## src/rtl/mvm_stream_engine.sv

```systemverilog
// mvm_stream_engine
//   Streaming signed matrix-vector multiply, y = A*x, with A (KxK) and x (Kx1)
//   resident in on-chip memories. P MAC lanes work on one row group at a
//   time, so K rows take K/P passes over the vector.
//
// Ports
//   clk          rising-edge clock
//   reset        asynchronous, active-low reset
//   load_matrix  command pulse: the next K*K input beats are A, row-major
//   load_vector  command pulse: the next K input beats are x
//   start        command pulse: compute y from the resident A and x
//   in_valid     input beat valid
//   in_ready     high while in a load state
//   in_data      signed B-bit operand
//   out_valid    result beat valid
//   out_ready    consumer accepts a result
//   out_data     signed ACC_W-bit y[r], r = 0..K-1 in order
//   out_last     high together with y[K-1]
//   busy         high whenever the engine is not idle
//   done         one-cycle pulse after the y[K-1] handshake
//   err          sticky command-misuse flag, cleared only by reset
module mvm_stream_engine #(
    parameter int K     = 8,
    parameter int P     = 4,
    parameter int B     = 16,
    parameter int G     = 1,
    parameter int ACC_W = 2*B + $clog2(K)
) (
    input  logic                    clk,
    input  logic                    reset,
    input  logic                    load_matrix,
    input  logic                    load_vector,
    input  logic                    start,
    input  logic                    in_valid,
    output logic                    in_ready,
    input  logic signed [B-1:0]     in_data,
    output logic                    out_valid,
    input  logic                    out_ready,
    output logic signed [ACC_W-1:0] out_data,
    output logic                    out_last,
    output logic                    busy,
    output logic                    done,
    output logic                    err
);
    localparam int GRPS  = K / P;
    localparam int SLOTS = GRPS * K;
    localparam int L     = 2 + G;
    localparam int CW    = $clog2(K);
    localparam int LW    = (P > 1) ? $clog2(P) : 1;
    localparam int GW    = (GRPS > 1) ? $clog2(GRPS) : 1;
    localparam int SW    = (SLOTS > 1) ? $clog2(SLOTS) : 1;
    localparam int TW    = $clog2(K + L);

    typedef enum logic [2:0] {IDLE, LOAD_A, LOAD_X, COMPUTE, OUTPUT} state_t;

    function automatic logic signed [2*B-1:0] mul_full(input logic signed [B-1:0] a,
                                                       input logic signed [B-1:0] b);
        logic signed [2*B-1:0] ae;
        logic signed [2*B-1:0] be;
        ae = (2*B)'(a);
        be = (2*B)'(b);
        return ae * be;
    endfunction

    // ACC_W leaves log2(K) guard bits, so plain sign extension can never wrap.
    function automatic logic signed [ACC_W-1:0] ext_prod(input logic signed [2*B-1:0] p);
        return ACC_W'(p);
    endfunction

    state_t state, state_d;
    logic   err_set, cmd_any, accept, issue;

    logic [CW-1:0] ld_col, out_idx;
    logic [LW-1:0] ld_lane;
    logic [GW-1:0] ld_grp, grp;
    logic [TW-1:0] cyc;
    logic [SW-1:0] wr_slot, rd_slot;

    logic signed [B-1:0]     a_mem [P][SLOTS];
    logic signed [B-1:0]     x_mem [K];
    logic signed [ACC_W-1:0] res_buf [K];

    logic signed [B-1:0]     a_p0 [P];
    logic signed [B-1:0]     x_p0;
    logic                    vld_p0, first_p0, last_p0;
    logic signed [2*B-1:0]   prod_p1 [P];
    logic                    vld_p1, first_p1, last_p1;
    logic signed [ACC_W-1:0] acc_p2 [P];
    logic                    vld_p2, last_p2;

    assign cmd_any = load_matrix | load_vector | start;
    assign accept  = in_valid & in_ready;
    assign issue   = (state == COMPUTE) && (cyc < TW'(K));
    // Row r = grp*P + lane lives in lane r%P at slot (r/P)*K + c.
    assign wr_slot = SW'(int'(ld_grp) * K + int'(ld_col));
    assign rd_slot = SW'(int'(grp) * K + int'(cyc));

    always_comb begin
        state_d   = state;
        err_set   = 1'b0;
        in_ready  = 1'b0;
        out_valid = 1'b0;
        out_last  = 1'b0;
        out_data  = '0;
        busy      = (state != IDLE);
        case (state)
            IDLE: begin
                if (load_matrix) begin
                    state_d = LOAD_A;
                    err_set = load_vector | start;
                end else if (load_vector) begin
                    state_d = LOAD_X;
                    err_set = start;
                end else if (start) begin
                    state_d = COMPUTE;
                end
            end
            LOAD_A: begin
                in_ready = 1'b1;
                err_set  = cmd_any;
                if (in_valid && ld_col == CW'(K-1) && ld_lane == LW'(P-1) && ld_grp == GW'(GRPS-1))
                    state_d = IDLE;
            end
            LOAD_X: begin
                in_ready = 1'b1;
                err_set  = cmd_any;
                if (in_valid && ld_col == CW'(K-1))
                    state_d = IDLE;
            end
            COMPUTE: begin
                err_set = cmd_any;
                if (cyc == TW'(K+L-1) && grp == GW'(GRPS-1))
                    state_d = OUTPUT;
            end
            OUTPUT: begin
                err_set   = cmd_any;
                out_valid = 1'b1;
                out_data  = res_buf[out_idx];
                out_last  = (out_idx == CW'(K-1));
                if (out_ready && out_idx == CW'(K-1))
                    state_d = IDLE;
            end
            default: state_d = IDLE;
        endcase
    end

    always_ff @(posedge clk or negedge reset) begin
        if (!reset) begin
            state    <= IDLE;
            err      <= 1'b0;
            done     <= 1'b0;
            ld_col   <= '0;
            ld_lane  <= '0;
            ld_grp   <= '0;
            cyc      <= '0;
            grp      <= '0;
            out_idx  <= '0;
            vld_p0   <= 1'b0;
            first_p0 <= 1'b0;
            last_p0  <= 1'b0;
        end else begin
            state <= state_d;
            err   <= err | err_set;
            done  <= (state == OUTPUT) && out_ready && (out_idx == CW'(K-1));
            if (accept) begin
                ld_col <= (ld_col == CW'(K-1)) ? '0 : ld_col + 1'b1;
                if (state == LOAD_A && ld_col == CW'(K-1)) begin
                    ld_lane <= (ld_lane == LW'(P-1)) ? '0 : ld_lane + 1'b1;
                    if (ld_lane == LW'(P-1))
                        ld_grp <= (ld_grp == GW'(GRPS-1)) ? '0 : ld_grp + 1'b1;
                end
            end
            // Each group issues K reads then drains L cycles, so groups never overlap.
            if (state == COMPUTE) begin
                if (cyc == TW'(K+L-1)) begin
                    cyc <= '0;
                    grp <= (grp == GW'(GRPS-1)) ? '0 : grp + 1'b1;
                end else begin
                    cyc <= cyc + 1'b1;
                end
            end
            if (state == OUTPUT && out_ready)
                out_idx <= (out_idx == CW'(K-1)) ? '0 : out_idx + 1'b1;
            vld_p0   <= issue;
            first_p0 <= issue && (cyc == '0);
            last_p0  <= issue && (cyc == TW'(K-1));
        end
    end

    always_ff @(posedge clk) begin
        if (accept && state == LOAD_A)
            a_mem[ld_lane][wr_slot] <= in_data;
        if (accept && state == LOAD_X)
            x_mem[ld_col] <= in_data;
        // ---- p0: operand read ----
        if (issue) begin
            for (int l = 0; l < P; l++)
                a_p0[l] <= a_mem[l][rd_slot];
            x_p0 <= x_mem[cyc[CW-1:0]];
        end
    end

    // ---- p1: product (registered when G = 1) ----
    if (G == 1) begin : g_prod_reg
        always_ff @(posedge clk or negedge reset) begin
            if (!reset) begin
                vld_p1   <= 1'b0;
                first_p1 <= 1'b0;
                last_p1  <= 1'b0;
            end else begin
                vld_p1   <= vld_p0;
                first_p1 <= first_p0;
                last_p1  <= last_p0;
            end
        end
        always_ff @(posedge clk) begin
            for (int l = 0; l < P; l++)
                prod_p1[l] <= mul_full(a_p0[l], x_p0);
        end
    end else begin : g_prod_comb
        always_comb begin
            vld_p1   = vld_p0;
            first_p1 = first_p0;
            last_p1  = last_p0;
            for (int l = 0; l < P; l++)
                prod_p1[l] = mul_full(a_p0[l], x_p0);
        end
    end

    // ---- p2: accumulate; the first product of a group restarts the sum ----
    always_ff @(posedge clk or negedge reset) begin
        if (!reset) begin
            vld_p2  <= 1'b0;
            last_p2 <= 1'b0;
        end else begin
            vld_p2  <= vld_p1;
            last_p2 <= vld_p1 & last_p1;
        end
    end

    always_ff @(posedge clk) begin
        if (vld_p1) begin
            for (int l = 0; l < P; l++)
                acc_p2[l] <= first_p1 ? ext_prod(prod_p1[l])
                                      : acc_p2[l] + ext_prod(prod_p1[l]);
        end
        // Final sums land in the result buffer on the group's last compute cycle.
        if (vld_p2 && last_p2) begin
            for (int l = 0; l < P; l++)
                res_buf[CW'(int'(grp) * P + l)] <= acc_p2[l];
        end
    end
endmodule

```

## config.mk

```make
export PLATFORM = sky130hd
export DESIGN_NAME = mvm_stream_engine
export DESIGN_NICKNAME = d
export VERILOG_FILES = /design/src/rtl/mvm_stream_engine.sv
export SDC_FILE = /design/constraint.sdc
export NUM_CORES = 2
export LEC_CHECK = 0
export CAP_MARGIN = 20
export CELL_PAD_IN_SITES_DETAIL_PLACEMENT = 0
export CELL_PAD_IN_SITES_GLOBAL_PLACEMENT = 1
export CORE_MARGIN = 5
export CORE_UTILIZATION = 44
export DETAILED_ROUTE_END_ITERATION = 10
export PLACE_DENSITY = 0.72
export SLEW_MARGIN = 0
export SYNTH_ARGS = -nofsm -noshare
export SYNTH_HDL_FRONTEND = slang
export SYNTH_SLANG_ARGS = --single-unit
```

## constraint.sdc

```tcl
create_clock -name clk -period 6.51 [get_ports clk]
set_clock_uncertainty 0.05 [all_clocks]
set_input_delay 1.6275 -clock clk [delete_from_list [all_inputs] [get_ports clk]]
set_output_delay 1.6275 -clock clk [all_outputs]
set_load 0.005 [all_outputs]
```

# Yosys cells after proc, flatten, opt, wreduce, memory -nomap -nowiden
# Memory sizes are Yosys's and may differ from the RTL's. A register that Yosys moved wholly into a read port is not among the register bits.
# Index checks and enable logic that the tools add are counted.
[classes]
order_cmp = 4
n_mux = 49
eq_ne = 14
mul = 4
n_reduce_logical = 24
n_addsub = 15
n_bitwise = 8
[op_table]
columns = ["cell", "count"]
rows = [
  ["$bmux 16 s4", 4],
  ["$mux 256", 1],
  ["$mux 35", 5],
  ["$mux 16", 9],
  ["$add 35x32->35", 4],
  ["$mul 16x16->32", 4],
  ["$demux 16 s4", 1],
  ["$mux 3", 9],
  ["$mux 1", 16],
  ["$logic_and 1x1->1", 15],
  ["$pmux 3 s5", 1],
  ["$ge 5x5->1 const B", 2],
  ["$not 4->5", 2],
  ["$add 3x1->3 const B", 3],
  ["$eq 3x3->1 const B", 3],
  ["$add 3x2->3 const B", 2],
  ["$eq 3x2->1 const B", 2],
  ["$ne 2x2->1 const B", 3],
  ["$lt 5x1->1 const B", 1],
  ["$reduce_and 5->1", 1],
  ["$add 4x1->4 const B", 1],
  ["$add 4x3->4", 1],
  ["$add 4x4->4", 1],
  ["$eq 4x3->1 const B", 1],
  ["other kinds (20)", 26],
]
[totals]
output_inout_bits = 41
ramBits = 1764
ff_bits = 27
mem_count = 6
elab_cells = 141
[mem_list]
columns = ["name", "words", "word_bits", "read_ports", "rd_ports_with_merged_regs", "write_ports", "line", "source"]
rows = [
  ["a_mem", 4, 256, 4, 0, 1, "79", "logic signed [B-1:0] a_mem [P][SLOTS];"],
  ["res_buf", 8, 35, 1, 0, 4, "81", "logic signed [ACC_W-1:0] res_buf [K];"],
  ["acc_p2", 4, 35, 4, 0, 4, "88", "logic signed [ACC_W-1:0] acc_p2 [P];"],
  ["prod_p1", 4, 32, 4, 0, 4, "86", "logic signed [2*B-1:0] prod_p1 [P];"],
  ["x_mem", 8, 16, 1, 1, 1, "80", "logic signed [B-1:0] x_mem [K];"],
  ["a_p0", 4, 16, 4, 0, 4, "83", "logic signed [B-1:0] a_p0 [P];"],
]

# Logic depth before layout (Yosys ltp)
[logic_depth]
ltp_word = 7
depth_mapped = 25
mapped_depth_nobuf = 23

# Worst setup path after synthesis
# OpenSTA, ideal clock, no wires.
[synth_path]
path_type = "register -> register"
start = "register grp"
end = "memory res_buf[0][0] in the netlist's numbering (enable)"
stages_incl_launch_ff = 3
slack_ns = -0.517
arrival_ns = 6.332
required_ns = 5.815
synth_period_minus_slack_ns = 7.027
cell_sequence = "dfrtp_1 clkbuf_1 nor2_1"
[synth_rtl]
columns = ["item", "line", "source"]
rows = [
  ["from (decl)", "75", "logic [GW-1:0] ld_grp, grp;"],
  ["from (signal assigned)", "177", "grp <= (grp == GW'(GRPS-1)) ? '0 : grp + 1'b1;"],
  ["to (decl)", "81", ""],
]

==> impl_metrics.ini <==
[grt]
grt_pass1_vias = 66938
grt.total_usage = 0.206
antenna_found_initial = 14
grt_max_degree = 151
grt_pass1_wl_mm = 416
grt-ovfl-total = 0

[sta]
whs_ns = 0.317
slew_viol_final = 0
tightest_slew_ns = 1.11
tns_ns = 0
post-route-period-util = 0.983
hold_viol = 0
finalCriticalPeriod_ns = 6.40
max-slew-margin-rel = 0.260
setup_ws_ns = 0.112
fmax_mhz = 156
rsz0062_at_grt = yes
finalSetupViolCount = 0

[clocking]
cts_max_level = 4
clkSinkCount = 1807
cts-root-buf = clkbuf_16
cts_inserted_buffers = 180
clk_latency_ns = 0.87
cts_tree = built
clock_path_buffers = 3
cts.clk_slew.worst_paths_ns = 0.06

[synth]
synth-async-reset-ratio = 0.0149
yosysWarningCount = 0
synth-edff-count = 1652
ys_seq_elements = 1807
synth_top_area_cell = edfxtp_1
netlist_instances = 8147
synth_flop_cell = edfxtp_1
synth_cell_type_count = 87
yosysSeqAreaShare = 0.474
yosysMostFrequentCell = edfxtp_1
syn-num-nets = 9697
yosys-top-cells-count = edfxtp_1 (1652), inv_1 (1183), fa_1 (1052)
syn-mean-instance-area_um2 = 13.7
synth.cell_area_um2 = 112000
netlist_top_cells_area = edfxtp_1 (44%), fa_1 (19%), mux4_2 (8.5%), ha_1 (5.3%), inv_1 (4.0%)
synth_top_area_share = 0.444

[routing]
vias = 63452
drcViolationCount = 0
wl_per_cell_um = 23.0
routed_wl_mm = 273
drt_iter0_drc = 4754
viasPerCell = 5.33
antenna_left = 0
dr.pass1.iters = 5

[worst_setup_path]
crit_start = x_p0[4]
cpMostUsedCell = fa_1
crit_family = adder cells
slowest_delay_ns = 0.59
setup.worst_path.start_class = flip-flop
cp-endpoint = prod_p1[1][30]
critical_path_required_ns = 7.23
worst-r2r-cell-count = 20
crit_buf_inv = 3
regToRegSetupSlack_ns = 0.11
critPathMaxFanout = 8
path_depth = 20
path_cells = buf_12 > and2_4 > fa_1 > inv_2 > fa_1 > fa_1 > fa_1 > inv_2 > fa_1 > fa_1 > ha_4 > and3_2 > and3_4 > and2_0 > a221o_2 > a211oi_4 > o211ai_2 > and2_4 > o31ai_2 > xnor2_1
r2r_end = prod_p1[1][30]
cp_slowest_cell = fa_1
cp-end-kind = flip-flop
worst-endpoint-arrival_ns = 7.12
r2r-start = x_p0[4]
crit_type = flip-flop to flip-flop

[final_layout]
finalCoreUtilization = 0.497
finalInstanceArea_um2 = 125000
fill_cells = 21429
fin_nets = 9953
fin_cells = 11900
drive_above_1_share = 0.144
areaGrowthSynthToFinish_pct = 12.1

[floorplanning]
start_util = 0.443
die_y_um = 514
coreArea_um2 = 252000
die_area_um2 = 264000
rows = 184
die_w_um = 514
num_io_pins = 64

[pwr]
leakage_nw = 49.0
ir_drop_uv = 562
power_density_nw_per_um2 = 509
power.total_mw = 63.7

[hold_path]
hold_class = flip-flop to flip-flop
min_from = vld_p0

[job]
maxCapViolations = 0

[placed_design]
post_dp_cell_area_um2 = 118000
dpl_worst_slack_ns = -0.167
gp_congestion = 0.867
dpl.hpwl_mm = 194
portBuffers = 63
placed_cells = 11518

[outcome]
status = finished, final reports clean
[per-layer routing]
metal | global-route usage | part of all wire | vias up
li1 | - | - | 28418
met1 | 0.299 | 0.45 | 33159
met2 | 0.337 | 0.48 | 1601
met3 | 0.0257 | 0.051 | 274
met4 | 0.0436 | 0.020 | 0
met5 | 0 | 0 | -
[repair_timing]
item,CTS,global route
buffers inserted,0,37
gates cloned,0,10
hold buffers,0,0
resized for setup,3,122
setup endpoints to repair,4,25
pin swaps,0,74
[where the power goes]
group          switching (mW)  total (mW)  internal [mW]  leakage, nW
sequential              0.970        15.1           14.2         16.3
clock                    4.62        10.8           6.17         2.99
combinational            20.6        37.7           17.1         29.7
[logic make-up after synthesis]
logic type | count (synthesis) | synth area share
DFF | 1807 | 0.474
adders and majority gates | 1528 | 0.242
xor gates and xnor gates | 250 | 0.0196
and+or+nand+nor | 1777 | 0.0781
muxes | 489 | 0.0915
buffers and inverters | 1516 | 0.0511
AOI/OAI and AO/OA | 780 | 0.0442
[flip-flops by register name (all words and copies together) (netlist names), 2 cells and up]
signal and count:
x_p0 16, ld_col 3, cyc 4, acc_p2 140
res_buf 280, a_mem 1024, out_idx 3, x_mem 128
ld_lane 2, prod_p1 128, state 3, a_p0 64
[how the worst min path moves through the flow]
stage               cells past startpoint  slack (ns)        to
global placement                        0        0.29    vld_p1
global route                            0        0.32    vld_p1
finish                                  0        0.32    vld_p1
CTS                                     0        0.31    vld_p1
detailed placement                      0        0.30    vld_p1
floorplan                               0        0.28  first_p1
[cell usage in the layout (no fill, tap or decap), types with 128 or more instances in the layout]
| cell | Yosys | routed |
|---|---|---|
| buf_4 | 0 | 284 |
| clkbuf_16 | 0 | 190 |
| fa_1 | 1052 | 1025 |
| a21oi_1 | 184 | 172 |
| mux4_2 | 422 | 422 |
| inv_1 | 1183 | 1179 |
| dfxtp_1 | 128 | 128 |
| nand2_1 | 710 | 707 |
| xnor2_1 | 165 | 165 |
| and2_1 | 571 | 564 |
| nor2_1 | 227 | 218 |
| o21ai_0 | 232 | 224 |
| ha_1 | 475 | 452 |
| edfxtp_1 | 1652 | 1652 |
[final cells by class]
type / instances / area, um2 / share of cell area
antenna: 2 / 5.00 / 0.0000400
clock buffer: 218 / 4720 / 0.0377
clock inverter: 111 / 1510 / 0.0121
inverter: 1183 / 4440 / 0.0355
multi-input combinational: 4824 / 53600 / 0.428
sequential: 1807 / 52900 / 0.422
tap: 3348 / 4190 / 0.0335
timing repair buffer: 407 / 3810 / 0.0304
Note: power is estimated with default switching activity, not from simulation.
